<file path="config.mk">
export PLATFORM = sky130hd
export DESIGN_NAME = costas_gear_ctrl
export DESIGN_NICKNAME = d
export VERILOG_FILES = /design/src/rtl/costas_gear_ctrl.sv
export SDC_FILE = /design/constraint.sdc
export NUM_CORES = 1
export LEC_CHECK = 0
export CORE_ASPECT_RATIO = 1.1
export CORE_UTILIZATION = 30
export DETAILED_ROUTE_END_ITERATION = 8
export PLACE_DENSITY_LB_ADDON = 0.1
export SYNTH_ARGS = -nofsm -noshare
export SYNTH_HDL_FRONTEND = slang
export SYNTH_SLANG_ARGS = --single-unit
export TNS_END_PERCENT = 20
</file>
<file path="constraint.sdc">
create_clock -name clk -period 6.5 [get_ports clk]
set_input_delay 1.95 -clock clk [delete_from_list [all_inputs] [get_ports clk]]
set_output_delay 1.95 -clock clk [all_outputs]
set_load 0.05 [all_outputs]
</file>
<file path="src/rtl/costas_gear_ctrl.sv">
// Costas loop bandwidth scheduler: forwards the loop-filter error to the NCO and steps its feedback
// shift from acquisition to tracking gear. Optional stats outputs are enabled by COSTAS_GEAR_STATS_EN.
module costas_gear_ctrl #(
  parameter int WIDTH        = 16,
  parameter int SHIFT_ACQ    = 2,
  parameter int SHIFT_TRK    = 6,
  parameter int LOCK_THRESH  = 1024,
  parameter int LOCK_COUNT   = 256,
  parameter int STEP_DWELL   = 128,
  parameter int UNLOCK_COUNT = 64
) (
  input  logic                    clk,
  input  logic                    rst,
  input  logic                    enable,
  input  logic signed [WIDTH-1:0] err_tdata,
  input  logic                    err_tvalid,
  output logic signed [WIDTH-1:0] feedback_tdata,
  output logic                    feedback_tvalid,
  output logic [3:0]              feedback_shift,
  output logic                    locked,
  output logic [1:0]              state
`ifdef COSTAS_GEAR_STATS_EN
  ,
  output logic [15:0]             unlock_events,
  output logic [31:0]             lock_cycles
`endif
);

  typedef enum logic [1:0] {S_IDLE = 2'd0, S_ACQ = 2'd1, S_NARROW = 2'd2, S_TRACK = 2'd3} state_t;

  localparam int GOOD_W  = $clog2(LOCK_COUNT) + 1;
  localparam int DWELL_W = $clog2(STEP_DWELL) + 1;
  localparam int BAD_W   = $clog2(UNLOCK_COUNT) + 1;

  localparam logic [GOOD_W-1:0]  GOOD_LAST  = GOOD_W'(LOCK_COUNT - 1);
  localparam logic [DWELL_W-1:0] DWELL_LAST = DWELL_W'(STEP_DWELL - 1);
  localparam logic [BAD_W-1:0]   BAD_LAST   = BAD_W'(UNLOCK_COUNT - 1);
  localparam logic [3:0]         SHIFT_ACQ_L = 4'(SHIFT_ACQ);
  localparam logic [3:0]         SHIFT_TRK_L = 4'(SHIFT_TRK);
  localparam logic [WIDTH:0]     THRESH_L    = (WIDTH+1)'(LOCK_THRESH);
  localparam logic signed [WIDTH-1:0] MOST_NEG = {1'b1, {(WIDTH-1){1'b0}}};

  state_t                    state_q, state_d;
  logic [3:0]                shift_q, shift_d;
  logic [GOOD_W-1:0]         good_cnt_q, good_cnt_d;
  logic [DWELL_W-1:0]        dwell_cnt_q, dwell_cnt_d;
  logic [BAD_W-1:0]          bad_cnt_q, bad_cnt_d;
  logic signed [WIDTH-1:0]   fb_data_q;
  logic                      fb_valid_q;
  logic [WIDTH-1:0]          err_abs;
  logic                      good;

  // Saturating magnitude: the most-negative code has no positive twin
  always_comb begin
    if (err_tdata == MOST_NEG) begin
      err_abs = {1'b0, {(WIDTH-1){1'b1}}};
    end else if (err_tdata[WIDTH-1]) begin
      err_abs = $unsigned(-err_tdata);
    end else begin
      err_abs = $unsigned(err_tdata);
    end
  end

  assign good = err_tvalid && ({1'b0, err_abs} < THRESH_L);

  always_ff @(posedge clk) begin
    if (rst) begin
      state_q     <= S_IDLE;
      shift_q     <= SHIFT_ACQ_L;
      good_cnt_q  <= '0;
      dwell_cnt_q <= '0;
      bad_cnt_q   <= '0;
      fb_data_q   <= '0;
      fb_valid_q  <= 1'b0;
    end else begin
      state_q     <= state_d;
      shift_q     <= shift_d;
      good_cnt_q  <= good_cnt_d;
      dwell_cnt_q <= dwell_cnt_d;
      bad_cnt_q   <= bad_cnt_d;
      fb_data_q   <= err_tdata;
      fb_valid_q  <= err_tvalid && (state_q != S_IDLE);
    end
  end

  always_comb begin
    state_d     = state_q;
    shift_d     = shift_q;
    good_cnt_d  = good_cnt_q;
    dwell_cnt_d = dwell_cnt_q;
    bad_cnt_d   = bad_cnt_q;
    if (!enable) begin
      state_d     = S_IDLE;
      shift_d     = SHIFT_ACQ_L;
      good_cnt_d  = '0;
      dwell_cnt_d = '0;
      bad_cnt_d   = '0;
    end else begin
      case (state_q)
        S_IDLE: begin
          state_d     = S_ACQ;
          shift_d     = SHIFT_ACQ_L;
          good_cnt_d  = '0;
          dwell_cnt_d = '0;
          bad_cnt_d   = '0;
        end
        S_ACQ: begin
          if (err_tvalid) begin
            if (!good) begin
              good_cnt_d = '0;
            end else if (good_cnt_q == GOOD_LAST) begin
              good_cnt_d  = '0;
              dwell_cnt_d = '0;
              bad_cnt_d   = '0;
              shift_d     = SHIFT_ACQ_L + 4'd1;
              state_d     = (SHIFT_ACQ_L + 4'd1 == SHIFT_TRK_L) ? S_TRACK : S_NARROW;
            end else begin
              good_cnt_d = good_cnt_q + 1'b1;
            end
          end
        end
        default: begin
          // NARROW and TRACK share loss-of-lock detection; unlock beats a gear step
          if (err_tvalid) begin
            bad_cnt_d = good ? '0 : bad_cnt_q + 1'b1;
            if (!good && bad_cnt_q == BAD_LAST) begin
              state_d     = S_ACQ;
              shift_d     = SHIFT_ACQ_L;
              good_cnt_d  = '0;
              dwell_cnt_d = '0;
              bad_cnt_d   = '0;
            end else if (state_q == S_NARROW) begin
              dwell_cnt_d = dwell_cnt_q + 1'b1;
              if (dwell_cnt_q == DWELL_LAST) begin
                dwell_cnt_d = '0;
                shift_d     = shift_q + 4'd1;
                if (shift_q + 4'd1 == SHIFT_TRK_L) begin
                  state_d = S_TRACK;
                end
              end
            end
          end
        end
      endcase
    end
  end

  always_comb begin
    state           = state_q;
    feedback_shift  = shift_q;
    locked          = (state_q == S_TRACK);
    feedback_tdata  = fb_data_q;
    feedback_tvalid = fb_valid_q;
  end

`ifdef COSTAS_GEAR_STATS_EN
  logic [15:0] unlock_events_q;
  logic [31:0] lock_cycles_q;
  logic        unlock_evt;

  assign unlock_evt = ((state_q == S_NARROW) || (state_q == S_TRACK)) && (state_d == S_ACQ);

  // lock_cycles restarts on every ACQUIRE entry and freezes once TRACK is reached
  always_ff @(posedge clk) begin
    if (rst) begin
      unlock_events_q <= '0;
      lock_cycles_q   <= '0;
    end else begin
      if (unlock_evt && (unlock_events_q != 16'hFFFF)) begin
        unlock_events_q <= unlock_events_q + 16'd1;
      end
      if ((state_d == S_ACQ) && (state_q != S_ACQ)) begin
        lock_cycles_q <= '0;
      end else if ((state_q == S_ACQ) || (state_q == S_NARROW)) begin
        lock_cycles_q <= lock_cycles_q + 32'd1;
      end
    end
  end

  assign unlock_events = unlock_events_q;
  assign lock_cycles   = lock_cycles_q;
`endif

endmodule

</file>
# Word-level counts from Yosys, hierarchy flattened
# Cells that the tools add are included.
[word_totals]
in_bits = 20
word_cells = 82
ff_bits = 47
out_inout_bits = 24
[classes]
n_bitwise = 1
add_sub_neg = 5
magnitude_cmp = 1
eq_ne = 11
muxes = 40
reduce_logical = 17
[ops]
columns = ["cell", "n"]
rows = [
  ["$mux W8", 7],
  ["$mux W9", 5],
  ["$mux W7", 6],
  ["$mux W16", 2],
  ["$mux W4", 7],
  ["$pmux W9 S2", 1],
  ["$eq A16 B16 Y1 const B", 1],
  ["$lt A16 B11 Y1 const B", 1],
  ["$mux W2", 8],
  ["$neg A16 Y16", 1],
  ["$pmux W8 S2", 1],
  ["$pmux W7 S2", 1],
  ["$reduce_bool A4 Y1", 3],
  ["$add A9 B1 Y9 const B", 1],
  ["$eq A9 B8 Y1 const B", 1],
  ["$add A8 B1 Y8 const B", 1],
  ["$eq A8 B7 Y1 const B", 1],
  ["$pmux W4 S2", 1],
  ["$add A7 B1 Y7 const B", 1],
  ["$eq A7 B6 Y1 const B", 1],
  ["$reduce_and A7 Y1", 1],
  ["$ne A2 B2 Y1 const B", 3],
  ["$reduce_and A6 Y1", 1],
  ["$reduce_and A5 Y1", 1],
  ["other kinds (14)", 18],
]

# Depth between registers and ports, before layout
# Gate-level depths: netlist of the first run.
[logic_depth]
ltp_word = 10
ltp_mapped = 9
depth_no_buf = 8

# Least setup slack after synthesis of the first run
# OpenSTA, ideal clock, no wires.
[synth_timing]
kind = "input to register"
from = "in err_tdata[5]"
to = "reg dwell_cnt_q[3]"
setup_ps = 122
path_slack_ps = 2508
stages = 8
required_time_ps = 6378
arrival_ps = 3870
n_path_buf = 1
path_cell_list = "nor4_1 nand4b_1 mux2_2 o22ai_4 a311oi_2 and2_1 buf_6 a221o_1"
[synth_between]
elab_chain_len = 10
word_cells_on_any_way = 14
classes_between = "1 x add/sub; 1 x order compare; 2 x eq/ne; 5 x mux; 5 x reduce/logical"
[synth_rtl]
columns = ["element", "line", "rtl"]
rows = [
  ["start, declared", "15", "input logic signed [WIDTH-1:0] err_tdata,"],
  ["$neg A16 Y16", "58", "err_abs = $unsigned(-err_tdata);"],
  ["$mux W16", "57", "end else if (err_tdata[WIDTH-1]) begin"],
  ["$mux W16 *", "55", "if (err_tdata == MOST_NEG) begin"],
  ["$lt A16 B11 Y1 *", "64", "assign good = err_tvalid && ({1'b0, err_abs} < THRESH_L);"],
  ["$logic_and A1 B1 Y1 *", "64", ""],
  ["$logic_not A1 Y1", "126", "if (!good && bad_cnt_q == BAD_LAST) begin"],
  ["$logic_and A1 B1 Y1", "126", ""],
  ["$mux W8", "126", ""],
  ["$mux W8", "124", "if (err_tvalid) begin"],
  ["$pmux W8 S2", "99", "case (state_q)"],
  ["end signal, assigned", "79", "dwell_cnt_q <= dwell_cnt_d;"],
  ["end, declared", "46", "logic [DWELL_W-1:0] dwell_cnt_q, dwell_cnt_d;"],
]
# Every way passes the cells marked *; elsewhere a longest branch is shown, timed or not. The select of a mux whose other input is x is not followed.
# A chain may end at the register's enable or synchronous reset.

# Final worst setup path of the first run
[layout_timing]
from = "in err_tdata[5]"
to = "reg bad_cnt_q[3]"
[layout_between]
elab_chain_len = 10
word_cells_on_any_way = 14
classes_between = "1 x add/sub; 1 x order compare; 2 x eq/ne; 6 x mux; 4 x reduce/logical"
[layout_rtl]
columns = ["element", "line", "rtl"]
rows = [
  ["$neg A16 Y16", "58", ""],
  ["$mux W16", "57", ""],
  ["$mux W16 *", "55", ""],
  ["$lt A16 B11 Y1 *", "64", ""],
  ["$logic_and A1 B1 Y1 *", "64", ""],
  ["$logic_not A1 Y1", "126", ""],
  ["$logic_and A1 B1 Y1", "126", ""],
  ["$mux W7", "126", ""],
  ["$mux W7", "124", ""],
  ["$pmux W7 S2", "99", ""],
  ["end signal, assigned", "80", "bad_cnt_q <= bad_cnt_d;"],
  ["end, declared", "47", "logic [BAD_W-1:0] bad_cnt_q, bad_cnt_d;"],
]
# Marked as above.

==> results.tsv, run 1 <==
stage	metric	value	unit
place	place_ws	1500	ps
logic_synthesis	syn_inst	254	
sta	fin_ws	1850	ps
setup_path	worstSetupEndpointType	flip-flop	
grt	antenna_found_initial	0	
logic_synthesis	yosysUniqueCellTypes	51	
clock_network	postCtsSetupRepairBufs	0	
sta	fmax	215	MHz
pwr	comb_power_share	0.131	
floorplanning	placementRows	32	
setup_path	path_class	in2reg	
detailed_routing	drt_iter0_markers	105	
detailed_routing	ant_nets	0	
sta	rsz0062_at_grt	false	
setup_path	crit_arrival	4880	ps
sta	finalSetupViolCount	0	
pwr	netSwitchingFraction	0.250	
detailed_routing	routed_wl	5.09	mm
logic_synthesis	postSynthAreaPerCell	8.91	um2
logic_synthesis	synth_warnings	0	
pwr	power-per-cell-area	203	nW/um2
logic_synthesis	synth_edf_count	0	
detailed_routing	vias	1950	
grt	grtUsageTotal	0.136	
floorplanning	die_area	7900	um2
grt	grt-ovfl-total	0	
hold_path	min_path_type	reg2reg	
clock_network	cts_resized	0	
setup_path	crit_path_frequent_cell	nor4_1	
pwr	clock_power_share	0.358	
sta	fin_crit	4650	ps
pwr	switching_power	146	uW
place	dpl.hpwl	3.84	mm
floorplanning	die_height	93.1	um
clock_network	clk_pin_slew_worst_paths	80	ps
grt	grt_pass1_wl	8.69	mm
sta	slew_headroom	0.311	
grt	grt_pass1_vias	1815	
clock_network	clockBufferDepth	2	
clock_network	cts_tree	built	
pwr	p_leak	1.05	nW
logic_synthesis	ys.flop_type	dfxtp_1	
logic_synthesis	synthArstFlopShare	0	
final_layout	syn2layout_area_growth	26.9	%
setup_path	critPathMaxStageDelay	900	ps
final_layout	fin_area	2870	um2
setup_path	crit_chain	clkdlybuf4s50_1 -> nor4_1 -> nand3_1 -> mux2i_1 -> a22oi_1 -> nor4_1 -> nor3b_1 -> a211o_1	
floorplanning	ios	44	
detailed_routing	first_pass_iters	6	
grt	grt_max_degree	20	
clock_network	htreeDepth	2	
detailed_routing	wire_per_inst	13.3	um
pwr	power.internal	437	uW
logic_synthesis	ys_ff_latch	47	
setup_path	cp.required	6740	ps
final_layout	antenna_cells	0	
run_status	status	finished, violations left	
clock_network	insertion_delay	300	ps
pwr	p_seq_frac	0.511	
floorplanning	dieWidth	84.8	um
clock_network	cts.sink_count	47	
detailed_routing	drc	4	
sta	period_share	0.715	
final_layout	drive_gt1_frac	0.0808	
job	drv_cap	0	
sta	slew_violations	0	
setup_path	critPathLaunchType	primary input	
sta	setup_tns	0	ps
sta	finalHoldViolCount	0	
place	dpl_cell_area	2770	um2
logic_synthesis	syn_nets	279	
run_status	violations	DRC	
place	gp_congestion	0.749	
logic_synthesis	ys_seq_area_frac	0.416	
pwr	ir_drop	0.0000742	V
place	io_buffers	43	
clock_network	cts_buffers	5	
setup_path	cp_slowest_cell	nor4_1	
clock_network	ctsHoldBuffers	0	
floorplanning	core_area	7170	um2
setup_path	cp_max_fo	8	
clock_network	cts-root-buf	clkbuf_8	
floorplanning	start_util	0.316	
sta	clock_skew	11.8	ps
detailed_routing	viasPerCell	5.10	
final_layout	nNetsFinal	322	
logic_synthesis	syn_area	2260	um2
sta	tightest_slew	1020	ps
[kinds of logic (layout without fill, tap and decap cells)]
group,after synthesis,in the layout,share of synthesized area
AOI/OAI and AO/OA,56,56,0.192
and+or+nand+nor,123,123,0.292
DFF,47,47,0.416
buffers and inverters,12,55,0.0238
muxes,7,7,0.0332
adders and majority gates,5,5,0.0276
xor gates and xnor gates,4,4,0.0155
[flip-flops by register name, indices dropped and copies added (netlist names)]
register,count
state,2
dwell_cnt_q,8
feedback_shift,4
feedback_tdata,16
feedback_tvalid,1
bad_cnt_q,7
good_cnt_q,9
[cell usage in the layout (no fill, tap or decap), types with 4 or more instances in the layout]
master / n
dfxtp_1: 47
and2_1: 5
and3_1: 4
nor4_1: 6
nor3_1: 8
a22o_1: 7
mux2_2: 4
nand4_1: 4
ha_1: 5
or3_1: 5
nor2b_1: 20
nand2_1: 24
a221o_1: 5
nor2_1: 19
nand3_1: 13
inv_1: 4
clkbuf_8: 5
clkdlybuf4s50_1: 43
o21ai_0: 11
a21oi_1: 10
[Yosys cell counts, types with 2 or more instances]
| master | n | area, um2 |
|---|---|---|
| a211o_2 | 2 | 20.0 |
| a211oi_1 | 2 | 15.0 |
| a21oi_1 | 10 | 50.1 |
| a221o_1 | 5 | 50.1 |
| a22o_1 | 7 | 61.3 |
| a31oi_1 | 2 | 12.5 |
| and2_1 | 5 | 31.3 |
| and3_1 | 4 | 25.0 |
| clkbuf_1 | 6 | 22.5 |
| dfxtp_1 | 47 | 941 |
| ha_1 | 5 | 62.6 |
| inv_1 | 4 | 15.0 |
| mux2_2 | 4 | 45.0 |
| mux2i_1 | 3 | 30.0 |
| nand2_1 | 24 | 90.1 |
| nand2b_1 | 2 | 12.5 |
| nand3_1 | 13 | 65.1 |
| nand4_1 | 4 | 25.0 |
| nor2_1 | 19 | 71.3 |
| nor2b_1 | 20 | 125 |
| nor3_1 | 8 | 40.0 |
| nor3b_1 | 3 | 22.5 |
| nor4_1 | 6 | 37.5 |
| o211ai_1 | 2 | 15.0 |
| o21a_1 | 2 | 15.0 |
| o21ai_0 | 11 | 55.1 |
| o221a_2 | 2 | 22.5 |
| or2_2 | 2 | 12.5 |
| or3_1 | 5 | 31.3 |
| or4_1 | 2 | 15.0 |
| xnor2_1 | 3 | 26.3 |
[worst paths after layout]
check | start | endpoint | slack [ps] | cells past startpoint
min | good_cnt_q[8] | good_cnt_q[8] | 490 | 1
max | err_tdata[5] | bad_cnt_q[3] | 1850 | 8
max reg2reg | good_cnt_q[0] | dwell_cnt_q[3] | 3650 | 8
min reg2reg | good_cnt_q[8] | good_cnt_q[8] | 490 | 1
[metal layers]
metal  GRT usage  routed length [um]  vias to the layer above
met2       0.233                2420                       30
li1            -                   -                     1020
met1       0.174                2480                      896
met3      0.0291                 146                        4
met4      0.0381                  47                        0
met5           0                   0                        -
[per-stage QoR]
stage,utilization,hold WS [ps],std cells,power [mW]
after floorplan,-,453,254,0.349
after global placement,0.386,476,375,0.382
after detailed placement,0.386,477,375,0.382
after CTS,0.401,489,382,0.592
after global routing,0.401,498,382,0.610
final,0.401,487,382,0.583
[critical path: cells and delay by family]
family	cells	cell delay, ps
buffers and inverters	1	420
AO/OA/AOI/OAI	2	350
AND/OR/NAND/NOR	4	1840
multiplexers	1	320
[cell type report]
class / count / area, um2
timing repair buffer: 44 / 438
multi-input combinational: 195 / 1270
fill: 725 / 4300
clock buffer: 6 / 72.6
inverter: 4 / 15.0
sequential: 47 / 941
clock inverter: 1 / 30.0
tap: 85 / 106
[power by group through the flow]
stage          clock network, mW  registers [mW]  logic (mW)
5_1_grt                    0.229           0.299      0.0820
3_5_place_dp                   0           0.305      0.0771
6_report                   0.208           0.298      0.0766
3_3_place_gp                   0           0.304      0.0771
4_1_cts                    0.217           0.298      0.0773
2_1_floorplan                  0           0.326      0.0232
(Power assumes the default switching activity.)
==> run 2, diff against run 1 <==
Clock period 6.5 ns to 4.01 ns, I/O delays scaled along.
==> results.tsv, run 2 (synthesis results as in run 1) <==
stage	metric	value	unit
job	drv_cap	0	
sta	fin_crit	3510	ps
grt	grt_max_degree	18	
clock_network	cts.sink_count	47	
sta	slew_headroom	0.447	
detailed_routing	viasPerCell	5.06	
clock_network	cts_resized	0	
sta	finalSetupViolCount	0	
floorplanning	start_util	0.316	
sta	rsz0062_at_grt	false	
setup_path	crit_arrival	3710	ps
clock_network	cts_buffers	5	
setup_path	path_class	in2reg	
detailed_routing	wire_per_inst	13.1	um
clock_network	htreeDepth	2	
sta	period_share	0.877	
floorplanning	ios	44	
sta	fin_ws	495	ps
sta	clock_skew	10.6	ps
grt	grtUsageTotal	0.139	
clock_network	clk_pin_slew_worst_paths	90	ps
run_status	violations	DRC	
grt	grt-ovfl-total	0	
final_layout	nNetsFinal	326	
place	io_buffers	43	
detailed_routing	drt_iter0_markers	54	
final_layout	syn2layout_area_growth	28.2	%
sta	slew_violations	0	
place	dpl.hpwl	3.86	mm
final_layout	final_common_cell	dfxtp_1	
clock_network	cts-root-buf	clkbuf_8	
floorplanning	die_height	93.1	um
place	gp_congestion	0.722	
sta	whs	488	ps
final_layout	mostFrequentLayoutCells	dfxtp_1 (47), clkdlybuf4s50_1 (43), nand2_1 (24)	
sta	setup_tns	0	ps
setup_path	critPathLaunchType	primary input	
pwr	power-per-cell-area	326	nW/um2
setup_path	cp.required	4200	ps
pwr	ir_drop	0.000128	V
final_layout	largest_register_ffs	16	
setup_path	worstSetupEndpointType	flip-flop	
detailed_routing	ant_nets	0	
setup_path	cp_max_fo	6	
sta	finalHoldViolCount	0	
final_layout	fill_cells	700	
detailed_routing	routed_wl	5.05	mm
floorplanning	dieWidth	84.8	um
final_layout	fin_area	2900	um2
detailed_routing	first_pass_iters	7	
clock_network	ctsHoldBuffers	0	
clock_network	postCtsSetupRepairBufs	0	
floorplanning	die_area	7900	um2
place	place_ws	173	ps
grt	grt_pass1_wl	8.83	mm
hold_path	min_path_type	reg2reg	
floorplanning	placementRows	32	
clock_network	cts_tree	built	
place	dpl_cell_area	2800	um2
sta	fmax	285	MHz
detailed_routing	drc	4	
sta	tightest_slew	825	ps
grt	grt_pass1_vias	1947	
final_layout	drive_gt1_frac	0.0930	
grt	antenna_found_initial	0	
clock_network	insertion_delay	300	ps
floorplanning	core_area	7170	um2
run_status	status	finished, violations left	
detailed_routing	vias	1955	
pwr	p_leak	1.07	nW
final_layout	antenna_cells	0	
clock_network	clockBufferDepth	2	
run 2: cell count changes in the layout (fill, tap and decap cells not counted), sizes merged:
cell	change
buf	+4
run 2: cell type report:
class / instances / area [um2] / share of cell area
sequential: 47 / 941 / 0.324
clock buffer: 6 / 72.6 / 0.0250
inverter: 4 / 15.0 / 0.00517
clock inverter: 1 / 30.0 / 0.0103
tap: 85 / 106 / 0.0367
timing repair buffer: 48 / 468 / 0.161
multi-input combinational: 195 / 1270 / 0.437
run 2: path summary, 6_finish.rpt:
| kind | start | endpoint | slack, ps | depth (start not counted) |
|---|---|---|---|---|
| worst max-delay path | err_tdata[5] | dwell_cnt_q[5] | 500 | 8 |
| worst min-delay path | good_cnt_q[8] | good_cnt_q[8] | 490 | 1 |
| worst max register to register | good_cnt_q[1] | dwell_cnt_q[5] | 1290 | 8 |
| worst min register to register | good_cnt_q[8] | good_cnt_q[8] | 490 | 1 |
run 2: critical path, stage by stage:
cell and delay (ps):
clkdlybuf4s50_1 410, nor4_1 460, nand4b_1 230, mux2_2 360, o22ai_4 250, a311oi_2 150, and2_1 280, a221o_1 370
run 2: metal layers:
| metal | global-route usage | vias up | share of wire |
|---|---|---|---|
| met5 | 0 | - | 0 |
| met4 | 0.0424 | 0 | 0.012 |
| met3 | 0.0265 | 6 | 0.024 |
| met2 | 0.260 | 22 | 0.49 |
| met1 | 0.159 | 897 | 0.47 |
| li1 | - | 1030 | - |
run 2: report_power, final:
| group | internal, mW | leakage, nW | switching, mW |
|---|---|---|---|
| Combinational | 0.0512 | 0.635 | 0.0760 |
| Sequential | 0.477 | 0.383 | 0.00598 |
| Clock | 0.183 | 0.0513 | 0.154 |
run 2: stage by stage:
step	utilization	total power [mW]	instances
floorplan	-	0.565	254
finish	0.405	0.946	386
global route	0.405	0.992	386
global placement	0.391	0.623	379
CTS	0.405	0.964	386
detailed placement	0.391	0.621	379
==> run 3, diff against run 2 <==
Settings changed: CTS_CLUSTER_DIAMETER set to 150.
==> results of run 3 <==
Same layout as run 2: the final DEF is identical, and so are final timing and power.
